### config.mk
export PLATFORM = sky130hd
export DESIGN_NAME = mem_bus_unit
export DESIGN_NICKNAME = d
export VERILOG_FILES = /design/src/rtl/mem_bus_unit.sv
export SDC_FILE = /design/constraint.sdc
export NUM_CORES = 1
export LEC_CHECK = 0
export CORE_MARGIN = 4
export CORE_UTILIZATION = 43
export CTS_BUF_LIST = sky130_fd_sc_hd__clkbuf_2
export DETAILED_ROUTE_END_ITERATION = 10
export PLACE_DENSITY = 0.82
export SYNTH_ARGS = -nofsm -noshare
export SYNTH_HDL_FRONTEND = slang
export SYNTH_SLANG_ARGS = --single-unit
### constraint.sdc
create_clock -name clk -period 2.32 [get_ports clk]
set_input_delay 0.232 -clock clk [delete_from_list [all_inputs] [get_ports clk]]
set_output_delay 0.232 -clock clk [all_outputs]
set_load 0.005 [all_outputs]
### src/rtl/mem_bus_unit.sv
// rtl/mem_bus_unit.sv - single-port memory bus unit: fetch/data arbitration, lane steering, load extension
// Optional wait-state timeout enabled by defining MEM_BUS_UNIT_TIMEOUT_EN.
module mem_bus_unit #(
    parameter int XLEN     = 32,
    parameter int ADDR_W   = 32,
    parameter int MAX_WAIT = 15
) (
    input  logic              clk,
    input  logic              reset,
    input  logic              if_req,
    input  logic [ADDR_W-1:0] if_addr,
    output logic              if_valid,
    output logic [XLEN-1:0]   if_rdata,
    input  logic              d_req,
    input  logic              d_we,
    input  logic [2:0]        d_funct3,
    input  logic [ADDR_W-1:0] d_addr,
    input  logic [XLEN-1:0]   d_wdata,
    output logic              d_valid,
    output logic [XLEN-1:0]   d_rdata,
    output logic              d_err,
    output logic              stall,
    output logic [ADDR_W-1:0] mem_adr,
    output logic              mem_re,
    output logic              mem_we,
    output logic [XLEN/8-1:0] mem_be,
    output logic [XLEN-1:0]   mem_wdata,
    input  logic [XLEN-1:0]   mem_rdata,
    input  logic              mem_ready,
    output logic              timeout
);
    localparam int NB = XLEN / 8;

    if (XLEN != 32 || MAX_WAIT < 1 || MAX_WAIT > 255) begin : g_bad_param
        $error("mem_bus_unit: unsupported parameter set");
    end

    typedef enum logic [1:0] {IDLE, FETCH_WAIT, DATA_WAIT} state_t;

    state_t              state, state_nx;
    logic [ADDR_W-1:0]   mem_adr_nx;
    logic                mem_re_nx, mem_we_nx;
    logic [NB-1:0]       mem_be_nx;
    logic [XLEN-1:0]     mem_wdata_nx;
    logic                if_valid_nx, d_valid_nx, d_err_nx;
    logic [XLEN-1:0]     if_rdata_nx, d_rdata_nx;
    logic [2:0]          f3_q, f3_nx;
    logic [1:0]          lane_q, lane_nx;
    logic [1:0]          d_size;
    logic                d_misaligned;
    logic [XLEN-1:0]     store_rep;
    logic                unused_if_addr_lsbs;

    assign unused_if_addr_lsbs = &{1'b0, if_addr[1:0]};

    // size code: 00 byte, 01 half, anything else is treated as a word
    assign d_size       = d_funct3[1:0];
    assign d_misaligned = (d_size == 2'b01 && d_addr[0]) || (d_size[1] && d_addr[1:0] != 2'b00);

    always_comb begin
        case (d_size)
            2'b00:   store_rep = {NB{d_wdata[7:0]}};
            2'b01:   store_rep = {(NB/2){d_wdata[15:0]}};
            default: store_rep = d_wdata;
        endcase
    end

    function automatic logic [NB-1:0] lane_be(input logic [1:0] size, input logic [1:0] lane);
        case (size)
            2'b00:   return NB'(1) << lane;
            2'b01:   return NB'(3) << lane;
            default: return '1;
        endcase
    endfunction

    function automatic logic [XLEN-1:0] load_ext(input logic [2:0] f3, input logic [1:0] lane,
                                                 input logic [XLEN-1:0] w);
        logic [7:0]  b;
        logic [15:0] h;
        b = w[{lane, 3'b000} +: 8];
        h = w[{lane[1], 4'b0000} +: 16];
        case (f3)
            3'b000:  return {{(XLEN-8){b[7]}}, b};
            3'b001:  return {{(XLEN-16){h[15]}}, h};
            3'b100:  return {{(XLEN-8){1'b0}}, b};
            3'b101:  return {{(XLEN-16){1'b0}}, h};
            default: return w;
        endcase
    endfunction

`ifdef MEM_BUS_UNIT_TIMEOUT_EN
    logic [7:0] wait_cnt, cnt_nx;
    logic       timeout_q, timeout_nx;
`endif

    always_comb begin
        state_nx     = state;
        mem_adr_nx   = mem_adr;
        mem_re_nx    = mem_re;
        mem_we_nx    = mem_we;
        mem_be_nx    = mem_be;
        mem_wdata_nx = mem_wdata;
        f3_nx        = f3_q;
        lane_nx      = lane_q;
        if_valid_nx  = 1'b0;
        if_rdata_nx  = '0;
        d_valid_nx   = 1'b0;
        d_rdata_nx   = '0;
        d_err_nx     = 1'b0;
`ifdef MEM_BUS_UNIT_TIMEOUT_EN
        cnt_nx       = wait_cnt;
        timeout_nx   = 1'b0;
`endif
        case (state)
            IDLE: begin
`ifdef MEM_BUS_UNIT_TIMEOUT_EN
                cnt_nx = '0;
`endif
                // a port whose valid is high this cycle is still holding its completed req
                if (d_req && !d_valid) begin
                    if (d_misaligned) begin
                        d_valid_nx = 1'b1;
                        d_err_nx   = 1'b1;
                    end else begin
                        mem_adr_nx   = {d_addr[ADDR_W-1:2], 2'b00};
                        mem_re_nx    = !d_we;
                        mem_we_nx    = d_we;
                        mem_be_nx    = lane_be(d_size, d_addr[1:0]);
                        mem_wdata_nx = d_we ? store_rep : '0;
                        f3_nx        = d_funct3;
                        lane_nx      = d_addr[1:0];
                        state_nx     = DATA_WAIT;
                    end
                end else if (if_req && !if_valid) begin
                    mem_adr_nx   = {if_addr[ADDR_W-1:2], 2'b00};
                    mem_re_nx    = 1'b1;
                    mem_we_nx    = 1'b0;
                    mem_be_nx    = '1;
                    mem_wdata_nx = '0;
                    state_nx     = FETCH_WAIT;
                end
            end
            default: begin
                if (mem_ready) begin
                    mem_re_nx = 1'b0;
                    mem_we_nx = 1'b0;
                    state_nx  = IDLE;
                    if (state == FETCH_WAIT) begin
                        if_valid_nx = 1'b1;
                        if_rdata_nx = mem_rdata;
                    end else begin
                        d_valid_nx = 1'b1;
                        d_rdata_nx = mem_we ? '0 : load_ext(f3_q, lane_q, mem_rdata);
                    end
                end
`ifdef MEM_BUS_UNIT_TIMEOUT_EN
                else if (wait_cnt == 8'(MAX_WAIT - 1)) begin
                    mem_re_nx  = 1'b0;
                    mem_we_nx  = 1'b0;
                    timeout_nx = 1'b1;
                    state_nx   = IDLE;
                    if (state == FETCH_WAIT) begin
                        if_valid_nx = 1'b1;
                    end else begin
                        d_valid_nx = 1'b1;
                        d_err_nx   = 1'b1;
                    end
                end else begin
                    cnt_nx = wait_cnt + 8'd1;
                end
`endif
            end
        endcase
    end

    always_ff @(posedge clk or negedge reset) begin
        if (!reset) begin
            state     <= IDLE;
            mem_adr   <= '0;
            mem_re    <= 1'b0;
            mem_we    <= 1'b0;
            mem_be    <= '0;
            mem_wdata <= '0;
            f3_q      <= '0;
            lane_q    <= '0;
            if_valid  <= 1'b0;
            if_rdata  <= '0;
            d_valid   <= 1'b0;
            d_rdata   <= '0;
            d_err     <= 1'b0;
        end else begin
            state     <= state_nx;
            mem_adr   <= mem_adr_nx;
            mem_re    <= mem_re_nx;
            mem_we    <= mem_we_nx;
            mem_be    <= mem_be_nx;
            mem_wdata <= mem_wdata_nx;
            f3_q      <= f3_nx;
            lane_q    <= lane_nx;
            if_valid  <= if_valid_nx;
            if_rdata  <= if_rdata_nx;
            d_valid   <= d_valid_nx;
            d_rdata   <= d_rdata_nx;
            d_err     <= d_err_nx;
        end
    end

`ifdef MEM_BUS_UNIT_TIMEOUT_EN
    always_ff @(posedge clk or negedge reset) begin
        if (!reset) begin
            wait_cnt  <= '0;
            timeout_q <= 1'b0;
        end else begin
            wait_cnt  <= cnt_nx;
            timeout_q <= timeout_nx;
        end
    end
    assign timeout = timeout_q;
`else
    assign timeout = 1'b0;
`endif

    // gated by reset so every output reads 0 while reset is held
    assign stall = reset & ((if_req & ~if_valid) | (d_req & ~d_valid));

endmodule
# ---- Word level (Yosys, flattened, before mapping)
# Index checks and enable logic that the tools add are counted.
dict set report op_classes {
  eq_ne 8
  shifts 4
  muxes 43
  bitwise_logic 7
  reduce_logical 17
}
# cell count
set op_table {}
lappend op_table {{$mux 32} 14}
lappend op_table {{$pmux 32 s4} 1}
lappend op_table {{$pmux 32 s2} 1}
lappend op_table {{$shiftx 32x6->16} 1}
lappend op_table {{$shiftx 32x6->8} 1}
lappend op_table {{$mux 1} 18}
lappend op_table {{$mux 4} 3}
lappend op_table {{$mux 2} 5}
lappend op_table {{$reduce_and 3->1} 3}
lappend op_table {{$pmux 4 s2} 1}
lappend op_table {{$eq 3x3->1 const B} 2}
lappend op_table {{$ne 3x3->1 const B} 2}
lappend op_table {{$reduce_bool 2->1} 3}
lappend op_table {{$eq 2x1->1 const B} 2}
lappend op_table {{$logic_and 1x1->1} 4}
lappend op_table {{$logic_not 2->1} 2}
lappend op_table {{$shl 1x2->4 const A} 1}
lappend op_table {{$shl 2x2->4 const A} 1}
lappend op_table {{$and 1x1->1} 3}
lappend op_table {{$eq 3x1->1 const B} 1}
lappend op_table {{$logic_not 1->1} 3}
lappend op_table {{$logic_not 3->1} 1}
lappend op_table {{$not 1->1} 3}
lappend op_table {{$ne 2x2->1 const B} 1}
lappend op_table {{other kinds (2)} 2}
dict set report totals {
  reg_bits 144
  input_bits 137
  output_inout_bits 139
  word_cells 92
}

# ---- Longest topological paths before layout
# Gate-level depths: netlist (run 1).
dict set report depth {
  ltp_word 6
  depth_mapped 7
  mapped_depth_nobuf 4
}

# ---- Worst setup path before layout (run 1)
# No wires, ideal clock.
dict set report synth_path {
  path_kind {flip-flop to flip-flop}
  startpoint {register d_valid}
  endpoint {register mem_adr[10]}
  setup_ns 0.125
  t_arrival_ns 1.543
  required_ns 2.195
  setup_slack_ns 0.652
  stages_incl_launch_ff 8
  path_buffers 3
  synth_period_minus_slack_ns 1.668
  path_cell_list {dfrtp_1 > nor2b_1 > buf_2 > and3_1 > o21a_1 > buf_6 > buf_6 > mux2_4}
}
dict set report synth_via {
  elab_chain_len 4
  word_cells_on_any_way 6
  classes_between {eq/ne (1); mux (1); reduce/logical (4)}
}
# item line_no
set synth_lines {}
lappend synth_lines {{start, declared} 19} ;# output logic d_valid,
lappend synth_lines {{start signal, assigned} 202} ;# d_valid <= d_valid_nx;
lappend synth_lines {{$logic_not 1->1 (*)} 120} ;# if (d_req && !d_valid) begin
lappend synth_lines {{$logic_and 1x1->1 (*)} 120}
lappend synth_lines {{$ne 2x2->1 (no source line) / $reduce_bool 2->1 (equally long branches)} n/a}
lappend synth_lines {{$reduce_and 3->1 (no source line)} n/a}
lappend synth_lines {{end signal, assigned} 193} ;# mem_adr <= mem_adr_nx;
lappend synth_lines {{end, declared} 23} ;# output logic [ADDR_W-1:0] mem_adr,
# Mark *: on every way between the ends. The rest lies on a longest branch, timed or not.
# A chain may end at the register's enable or synchronous reset.

# ---- Final worst setup path (run 1)
dict set report layout_path {
  startpoint {register d_valid}
  endpoint {output stall}
}
dict set report layout_via {
  elab_chain_len 4
}
# item line_no
set layout_lines {}
lappend layout_lines {{$not 1->1} 224} ;# assign stall = reset & ((if_req & ~if_valid) | (d_req & ~d_valid));
lappend layout_lines {{$and 1x1->1} 224}
lappend layout_lines {{$or 1x1->1} 224}
lappend layout_lines {{$and 1x1->1} 224}
lappend layout_lines {{end, declared} 22} ;# output logic stall,
# No other way between the ends.

==> results.md, run 1 <==
* Status: finished, final reports clean
* PwrDens at 904 mW/mm^2
* Final WL at 18.6 mm
* Setup_tns at 0 ns
* Rows at 43
* Hold endpoint: if_rdata[0]
* Worst-Skew Late Latency at 0.68 ns
* Tmin final at 1.95 ns
* R2R Path End: mem_adr[4]
* Leak at 4.34 nW
* M3 GR Usage at 7.00%
* GRT Overall Usage at 23.4%
* Max Fanout on Critical Path at 3
* 1st-pass router iterations at 5
* Post-Syn Instances at 549
* Hold Path Depth at 2
* Worst-Margin Slew at 1.01 ns
* Ys flop type: dfrtp_1
* Fillers at 1029
* Fin Clk Skew at 0.0324 ns
* Number of global-route vias before repair at 5537
* Vias per inst at 5.08
* TritonCTS Buffers at 17
* Drt drc at 0
* Initial antenna violation count at 1
* Root buffer cell: clkbuf_2
* Avg Inst Size Synth at 11.2 um^2
* Clock Path Buffers at 2
* Arr. time, crit path at 1.71 ns
* Busiest layer in global routing: met2
* Total clock sinks at 142
* Sequential-to-total area share from yosys stat at 57.7%
* Max-Cap Viols at 0
* Core Region at 0.0139 mm^2
* Req. time, crit path at 2.09 ns
* Reg2reg start: d_valid
* Nets@finish at 965
* CTS tree: built
* Worst R2R Path Depth at 5
* HP Start: mem_rdata[0]
* Worst Hold Class: input port to register
* Synth unique cells at 39
* Ys Warns at 0
* IO Port Bufs at 270
* Global-route wire length before repair at 29.8 mm
* DP Worst Slack at 0.0651 ns
* Share of flip-flops with an asynchronous set or reset at 100%
* Max VDD drop at 0.567 mV
* Hpwl dp at 13.8 mm
* R2R setup slack at 0.38 ns
* Element type at the critical path end: output port
* Commonest cells after routing, fill and taps aside: clkdlybuf4s50_1, nand2_1, dfrtp_1
* Fraction of layout cells with a size suffix above 1 at 11.0%
* Unrepaired setup endpoints after global routing: false
* Die height at 128 um
* Commonest non-fill, non-tap cell in the layout: clkdlybuf4s50_1
* Drt wl/cell at 18.2 um
* Clock Pin Slew Worst Setup and Hold Paths at 0.20 ns
* Worst Slack Setup Final at 0.374 ns
* Met1 usage at 29.1%
* Die Area at 0.0163 mm^2
* Slew headroom at 32.4%
* Final Max Tran Viols at 0
* Fin. Hold Viols at 0
* ANT nets after route at 0
* RD Place Congestion at 0.917
* Initial core utilization at 44.2%
* H-tree depth at 4
* Boundary pin count at 276
* Worst setup path startpoint: d_valid
* Fmax at 514 MHz
* Die Width at 128 um
* CP startpoint kind: register
* #FFs+latches synth at 142
* Initial drt markers at 313
* Setup bufs post-CTS at 0
* Cell Area, Synth at 0.00616 mm^2
* Final worst-path cycle share at 83.9%
* Largest net degree at the start of global routing at 83
* Area growth syn-to-layout at 51.6%
* Final setup fails at 0
* Post-synth EDFFs at 0
* Critical path class: register to output port
* Via count at 5183
* M2 GR Usage at 38.5%
* Grt ovf at 0
[registers in the layout, summed over array words and instances, names as in the netlist]
signal and cells:
lane_q 2, state 2, if_valid 1, mem_re 1
mem_be 4, d_rdata 32, mem_we 1, mem_adr 30
d_err 1, f3_q 3, d_valid 1, if_rdata 32
mem_wdata 32
[through the flow]
stage	hold slack (ns)	area [um^2]	utilization (%)	std cells	total power [mW]
6_report	0.108	9330	67.0	1020	8.44
5_1_grt	0.0124	9330	67.0	1020	8.96
4_1_cts	0.00422	9330	66.9	1019	8.53
3_5_place_dp	0.439	9100	65.3	988	7.12
3_3_place_gp	0.427	9100	65.3	988	7.01
2_1_floorplan	-0.0636	6160	-	551	5.12
[metal layers]
layer	vias up	part of all wire, %
li1	2431	-
met1	2511	40
met2	209	50
met3	32	7.6
met4	0	2.5
met5	-	0
[how the worst max path moves through the flow]
stage	to	slack [ns]	cells past startpoint
CTS	stall	0.22	3
floorplan	mem_adr[10]	0.65	7
global route	stall	0.12	3
finish	stall	0.37	3
detailed placement	mem_adr[5]	0.07	6
global placement	mem_adr[5]	0.11	6
[critical path: stages, from the launching register on]
cell           delay, ns
dfrtp_1             0.44
nand2b_1            0.16
a21boi_0            0.15
dlygate4sd2_1       0.30
[Yosys cell counts, drive strengths merged, types with 3 or more instances]
cell | n | share of area, %
and2 | 33 | 3.4
clkbuf | 16 | 0.98
buf | 18 | 2.1
o221ai | 7 | 1.0
nor2b | 4 | 0.41
nor3 | 4 | 0.33
mux2i | 32 | 5.2
nand2 | 146 | 8.9
o22ai | 8 | 0.81
a22o | 16 | 2.3
nor2 | 22 | 1.3
dfrtp | 142 | 58
o21ai | 16 | 1.3
mux2 | 35 | 7.9
a21oi | 5 | 0.41
nand2b | 3 | 0.30
inv | 5 | 0.30
o2bb2ai | 16 | 2.3
[cell type report]
cell class / count / area, um^2 / share of cell area [%]
Multi-Input combinational cell: 370 / 2410 / 25.8
Timing Repair Buffer: 292 / 2910 / 31.2
Antenna cell: 1 / 2.50 / 0.0268
Clock inverter: 11 / 120 / 1.29
Clock buffer: 19 / 95.1 / 1.02
Inverter: 5 / 18.8 / 0.201
Sequential cell: 142 / 3550 / 38.1
Tap cell: 180 / 225 / 2.41
[logic make-up (layout without fill, tap and decap cells)]
group	after synthesis	in the layout	synth area share, %
other	1	4	0.0609
AOI/OAI and AO/OA	79	79	9.86
buffers and inverters	39	327	3.41
DFF	142	142	57.7
muxes	68	68	13.4
and+or+nand+nor	220	220	15.5
[power breakdown]
part	total [mW]	switching (mW)	leakage [nW]	internal, mW
sequential	3.50	0.398	1.87	3.10
clock	1.37	0.883	0.134	0.487
combinational	3.57	1.40	2.34	2.17
[timing repair]
item                                    CTS  global route
endpoints found under the setup margin    1             0
resized for setup                         1             0
hold endpoints to repair                142             0
hold buffers                              1             0
No activity file was read; power rests on OpenSTA's default activity.
==> run 2: changes to the inputs <==
--- a/config.mk
+++ b/config.mk
@@ -6,10 +6,10 @@
 export NUM_CORES = 1
 export LEC_CHECK = 0
 export CORE_MARGIN = 4
-export CORE_UTILIZATION = 43
+export CORE_UTILIZATION = 39
 export CTS_BUF_LIST = sky130_fd_sc_hd__clkbuf_2
 export DETAILED_ROUTE_END_ITERATION = 10
-export PLACE_DENSITY = 0.82
+export PLACE_DENSITY = 0.79
 export SYNTH_ARGS = -nofsm -noshare
 export SYNTH_HDL_FRONTEND = slang
 export SYNTH_SLANG_ARGS = --single-unit
==> constraint.sdc (replaced) <==
create_clock -name clk -period 1.7 [get_ports clk]
set_input_delay 0.17 -clock clk [delete_from_list [all_inputs] [get_ports clk]]
set_output_delay 0.17 -clock clk [all_outputs]
set_load 0.005 [all_outputs]
==> results.md, run 2 (synthesized netlist as in run 1, its figures left out) <==
* Post-route cell area at 0.0100 mm^2
* Largest regs: d_rdata: 32 flops, if_rdata: 32 flops, mem_wdata: 32 flops
* Core Region at 0.0153 mm^2
* Rows at 45
* Element type at the critical path end: register
* Fmax at 584 MHz
* Final worst-path cycle share at 101%
* Worst-Margin Slew at 0.748 ns
* Initial antenna violation count at 1
* Hold Path Depth at 3
* Reg2reg start: d_valid
* Boundary pin count at 276
* Die Area at 0.0179 mm^2
* H-tree depth at 4
* ANT nets after route at 0
* Hold WS at 0.100 ns
* Area growth syn-to-layout at 62.4%
* Crit-path cells: nor2b_2 -> and3_1 -> o21a_2 -> buf_12 -> mux2_2
* Worst-Skew Late Latency at 0.71 ns
* Largest net degree at the start of global routing at 143
* Placed cell count at 1033
* Fraction of layout cells with a size suffix above 1 at 16.4%
* Commonest cells after routing, fill and taps aside: nand2_1, dfrtp_1, clkdlybuf4s50_1
* Arr. time, crit path at 2.30 ns
* Status: complete, but fails checks
* Grt ovf at 0
* CTS tree: built
* Vias per inst at 4.87
* Leak at 5.09 nW
* Slew headroom at 50.1%
* Initial drt markers at 240
* Unrepaired setup endpoints after global routing: true
* Clock Path Buffers at 2
* GRT Overall Usage at 22.2%
* CP bufs+invs at 1
* Max Fanout on Critical Path at 16
* Critical path class: register to register
* TritonCTS Buffers at 17
* Non-filler cells, final at 1124
* Number of global-route vias before repair at 5486
* Area after DPL at 0.00929 mm^2
* Worst Slack Setup Final at -0.0120 ns
* Final setup fails at 5
* Final Max Tran Viols at 0
* PwrDens at 1200 mW/mm^2
* Multi-input logic area at 0.00244 mm^2
* Max-Cap Viols at 0
* Drt wl/cell at 18.0 um
* Die Width at 134 um
* 1st-pass router iterations at 6
* Root buffer cell: clkbuf_2
* Worst setup path startpoint: d_valid
* IO Port Bufs at 270
* Max VDD drop at 0.551 mV
* Critical Path Stages at 5
* Fillers at 1193
* CP delay by family, top: flip-flops
* Via count at 5475
* Total clock sinks at 142
* Slowest cell delay on critical path at 0.45 ns
* Nets@finish at 1036
* CP startpoint kind: register
* Failing checks: negative setup slack
* Hpwl dp at 14.2 mm
* Fin Clk Skew at 0.0305 ns
* HP Start: mem_rdata[29]
* Final WL at 20.3 mm
* Req. time, crit path at 2.29 ns
* Drt drc at 0
* Critical path's slowest cell: dfrtp_1
* Fin. Hold Viols at 0
* Global-route wire length before repair at 30.7 mm
* Tmin final at 1.71 ns
* Register area at 0.00355 mm^2
* Initial core utilization at 40.2%
* Die height at 134 um
* Worst R2R Path Depth at 5
* Worst Hold Class: input port to register
* RD Place Congestion at 0.816
* Clock Pin Slew Worst Setup and Hold Paths at 0.22 ns
run 2: cell count changes in the layout (fill, tap and decap cells not counted), moves of 3 or more:
cell,change
buf_12,+3
buf_4,+43
clkdlybuf4s15_1,+52
clkdlybuf4s50_1,-135
dlygate4sd2_1,+82
dlygate4sd3_1,+24
inv_6,+3
nand2_1,-4
nand2_2,+4
run 2: metal layers:
layer	track usage [%]	part of all wire, %	routed length (um)	vias to the layer above
met1	26.9	40	8150	2616
li1	-	-	-	2578
met5	0	0	0	-
met2	36.6	49	10000	236
met4	10.8	3.5	705	0
met3	6.38	6.8	1380	45
run 2: power by group:
group | leakage (nW) | internal, mW | switching, mW
sequential | 1.87 | 4.23 | 0.491
combinational | 3.07 | 3.01 | 2.11
clock | 0.159 | 0.847 | 1.30
total | 5.09 | 8.09 | 3.90
run 2: tightest hold or removal path, delay by kind of cell:
kind                   cells  cell delay [ns]
buffers and inverters      1             0.47
AND/OR/NAND/NOR            2             0.16
run 2: layout make-up:
type | count | area share [%]
Sequential cell | 142 | 35.5
Timing Repair Buffer | 363 | 34.5
Multi-Input combinational cell | 370 | 24.4
Tap cell | 211 | 2.64
Clock inverter | 15 | 1.84
Clock buffer | 17 | 0.851
Inverter | 5 | 0.188
Antenna cell | 1 | 0.0250
run 2: worst paths after layout:
kind,slack [ns],to
min,0.10,d_rdata[29]
max in group asynchronous,0.98,mem_adr[12]
min reg2reg,0.52,mem_wdata[10]
min in group asynchronous,0.16,mem_wdata[31]
max,-0.01,mem_adr[31]
max reg2reg,-0.01,mem_adr[31]
run 2: timing repair:
item,4_1_cts,5_1_grt
gates resized for setup,141,60
buffers inserted,25,7
gates cloned,0,1
endpoints found under the setup margin,143,94
hold endpoints to repair,172,1
pin swaps,0,2
hold buffers,24,1
run 2: stage by stage:
stage	power (mW)	setup TNS, ns	worst slack [ns]	util, %
global route	12.8	-1.86	-0.186	65.3
CTS	11.8	-0.254	-0.139	64.1
global placement	9.74	-15.67	-0.302	60.6
finish	12.0	-0.0340	-0.0120	65.3
floorplan	6.99	0	0.0321	-
detailed placement	9.85	-18.80	-0.362	60.6
==> run 3: changes to the inputs <==
==> constraint.sdc (replaced) <==
create_clock -name clk -period 1.7 [get_ports clk]
set_input_delay 0.17 -clock clk [delete_from_list [all_inputs] [get_ports clk]]
set_output_delay 0.17 -clock clk [all_outputs]
set_load 0.1 [all_outputs]
==> results.md, run 3 (synthesized netlist as in run 1, its figures left out) <==
* Largest net degree at the start of global routing at 81
* Final setup fails at 54
* Hold WS at 0.0906 ns
* Commonest non-fill, non-tap cell in the layout: buf_4
* Die height at 134 um
* Nets@finish at 1015
* Tmin final at 1.98 ns
* Total clock sinks at 142
* Commonest cells after routing, fill and taps aside: buf_4, dfrtp_1, clkdlybuf4s50_1
* Element type at the critical path end: output port
* IO Port Bufs at 270
* 1st-pass router iterations at 6
* CTS tree: built
* Worst-Skew Late Latency at 0.70 ns
* Root buffer cell: clkbuf_2
* Final worst-path cycle share at 116%
* Clock Pin Slew Worst Setup and Hold Paths at 0.20 ns
* Max-Cap Viols at 0
* Core Region at 0.0153 mm^2
* Fmax at 506 MHz
* Max Fanout on Critical Path at 2
* H-tree depth at 4
* Drt drc at 0
* Worst-Margin Slew at 1.01 ns
* Worst Hold Class: input port to register
* Arr. time, crit path at 1.81 ns
* Die Area at 0.0179 mm^2
* Max VDD drop at 1.21 mV
* Via count at 5313
* Worst Slack Setup Final at -0.275 ns
* Initial drt markers at 249
* ANT nets after route at 0
* Clock Path Buffers at 2
* Post-route cell area at 0.00998 mm^2
* Final Max Tran Viols at 0
* Fraction of layout cells with a size suffix above 1 at 32.1%
* Drt wl/cell at 17.8 um
* PwrDens at 1850 mW/mm^2
* Fin. Hold Viols at 0
* Rows at 45
* Area after DPL at 0.00932 mm^2
* CP startpoint kind: register
* Slew headroom at 32.7%
* Vias per inst at 4.82
* Leak at 4.94 nW
* Critical path class: register to output port
* Global-route wire length before repair at 30.0 mm
* Finished Core Util at 65.2%
* Die Width at 134 um
* Initial antenna violation count at 1
* Status: complete, but fails checks
* Fillers at 1206
* Initial core utilization at 40.2%
* Fin Clk Skew at 0.0309 ns
* Area growth syn-to-layout at 62.1%
* Grt ovf at 0
* Final WL at 19.6 mm
* Power, Total at 18.4 mW
* Hpwl dp at 14.4 mm
* TritonCTS Buffers at 17
* Req. time, crit path at 1.53 ns
* RD Place Congestion at 0.802
* Number of global-route vias before repair at 5425
* Largest regs: d_rdata: 32 flops, if_rdata: 32 flops, mem_wdata: 32 flops
* Unrepaired setup endpoints after global routing: true
* GRT Overall Usage at 21.5%
* Boundary pin count at 276
* Failing checks: negative setup slack
## run 3: cell count changes in the layout (fill, tap and decap cells not counted), sizes merged
cell	before	now
buf	69	188
dlygate4sd2	83	0
clkdlybuf4s15	52	0
dlygate4sd3	25	20
inv	10	8
bufinv	3	4
clkbuf	18	19
clkinv	6	5
clkinvlp	1	2
## run 3: repair_timing
item / in CTS / in global routing
pin swaps: 2 / 3
resized for setup: 9 / 28
hold buffers: 20 / 0
gates cloned: 1 / 0
endpoints found under the hold margin: 163 / 0
setup buffers: 4 / 4
endpoints found under the setup margin: 38 / 82
## run 3: critical path: stages, from the launching register on
cell	delay, ns
dfrtp_4	0.51
buf_6	0.12
nand2b_4	0.14
a21boi_4	0.16
buf_12	0.19
## run 3: where the power goes
part	internal (mW)	switching [mW]
sequential	4.25	0.607
clock	0.978	1.26
combinational	3.32	8.01
total	8.55	9.88
## run 3: area by class of cell
cell class	count	area, um^2	area share, %
sequential	142	3560	35.7
timing repair buffer	342	3340	33.5
multi-input combinational	370	2510	25.2
tap	211	264	2.64
clock inverter	14	190	1.90
clock buffer	18	90.1	0.902
inverter	5	18.8	0.188
antenna	1	2.50	0.0251
## run 3: path summary, 6_finish.rpt
path / end / cells after the start / slack [ns] / start
hold / removal: if_rdata[10] / 2 / 0.09 / mem_rdata[10]
min in group asynchronous: if_rdata[28] / 2 / 0.16 / reset
hold reg to reg: mem_wdata[21] / 1 / 0.52 / mem_wdata[21]
max in group asynchronous: mem_adr[27] / 3 / 0.40 / reset
setup / recovery: stall / 4 / -0.28 / d_valid
setup reg to reg: mem_adr[2] / 6 / -0.19 / d_valid
## run 3: stage by stage
stage	setup WS [ns]	instances	setup TNS, ns
2_1_floorplan	-0.195	551	-5.24
3_3_place_gp	-0.287	1044	-17.57
3_5_place_dp	-0.320	1044	-20.30
4_1_cts	-0.376	1100	-6.65
5_1_grt	-0.392	1103	-9.24
6_report	-0.275	1103	-5.26
## run 3: layer usage
metal  track usage, %  routed length, um  vias up
li1                 -                  -     2529
met1             27.4               8160     2567
met2             35.0               9560      185
met3             6.16               1360       32
met4             8.29                498        0
met5                0                  0        -
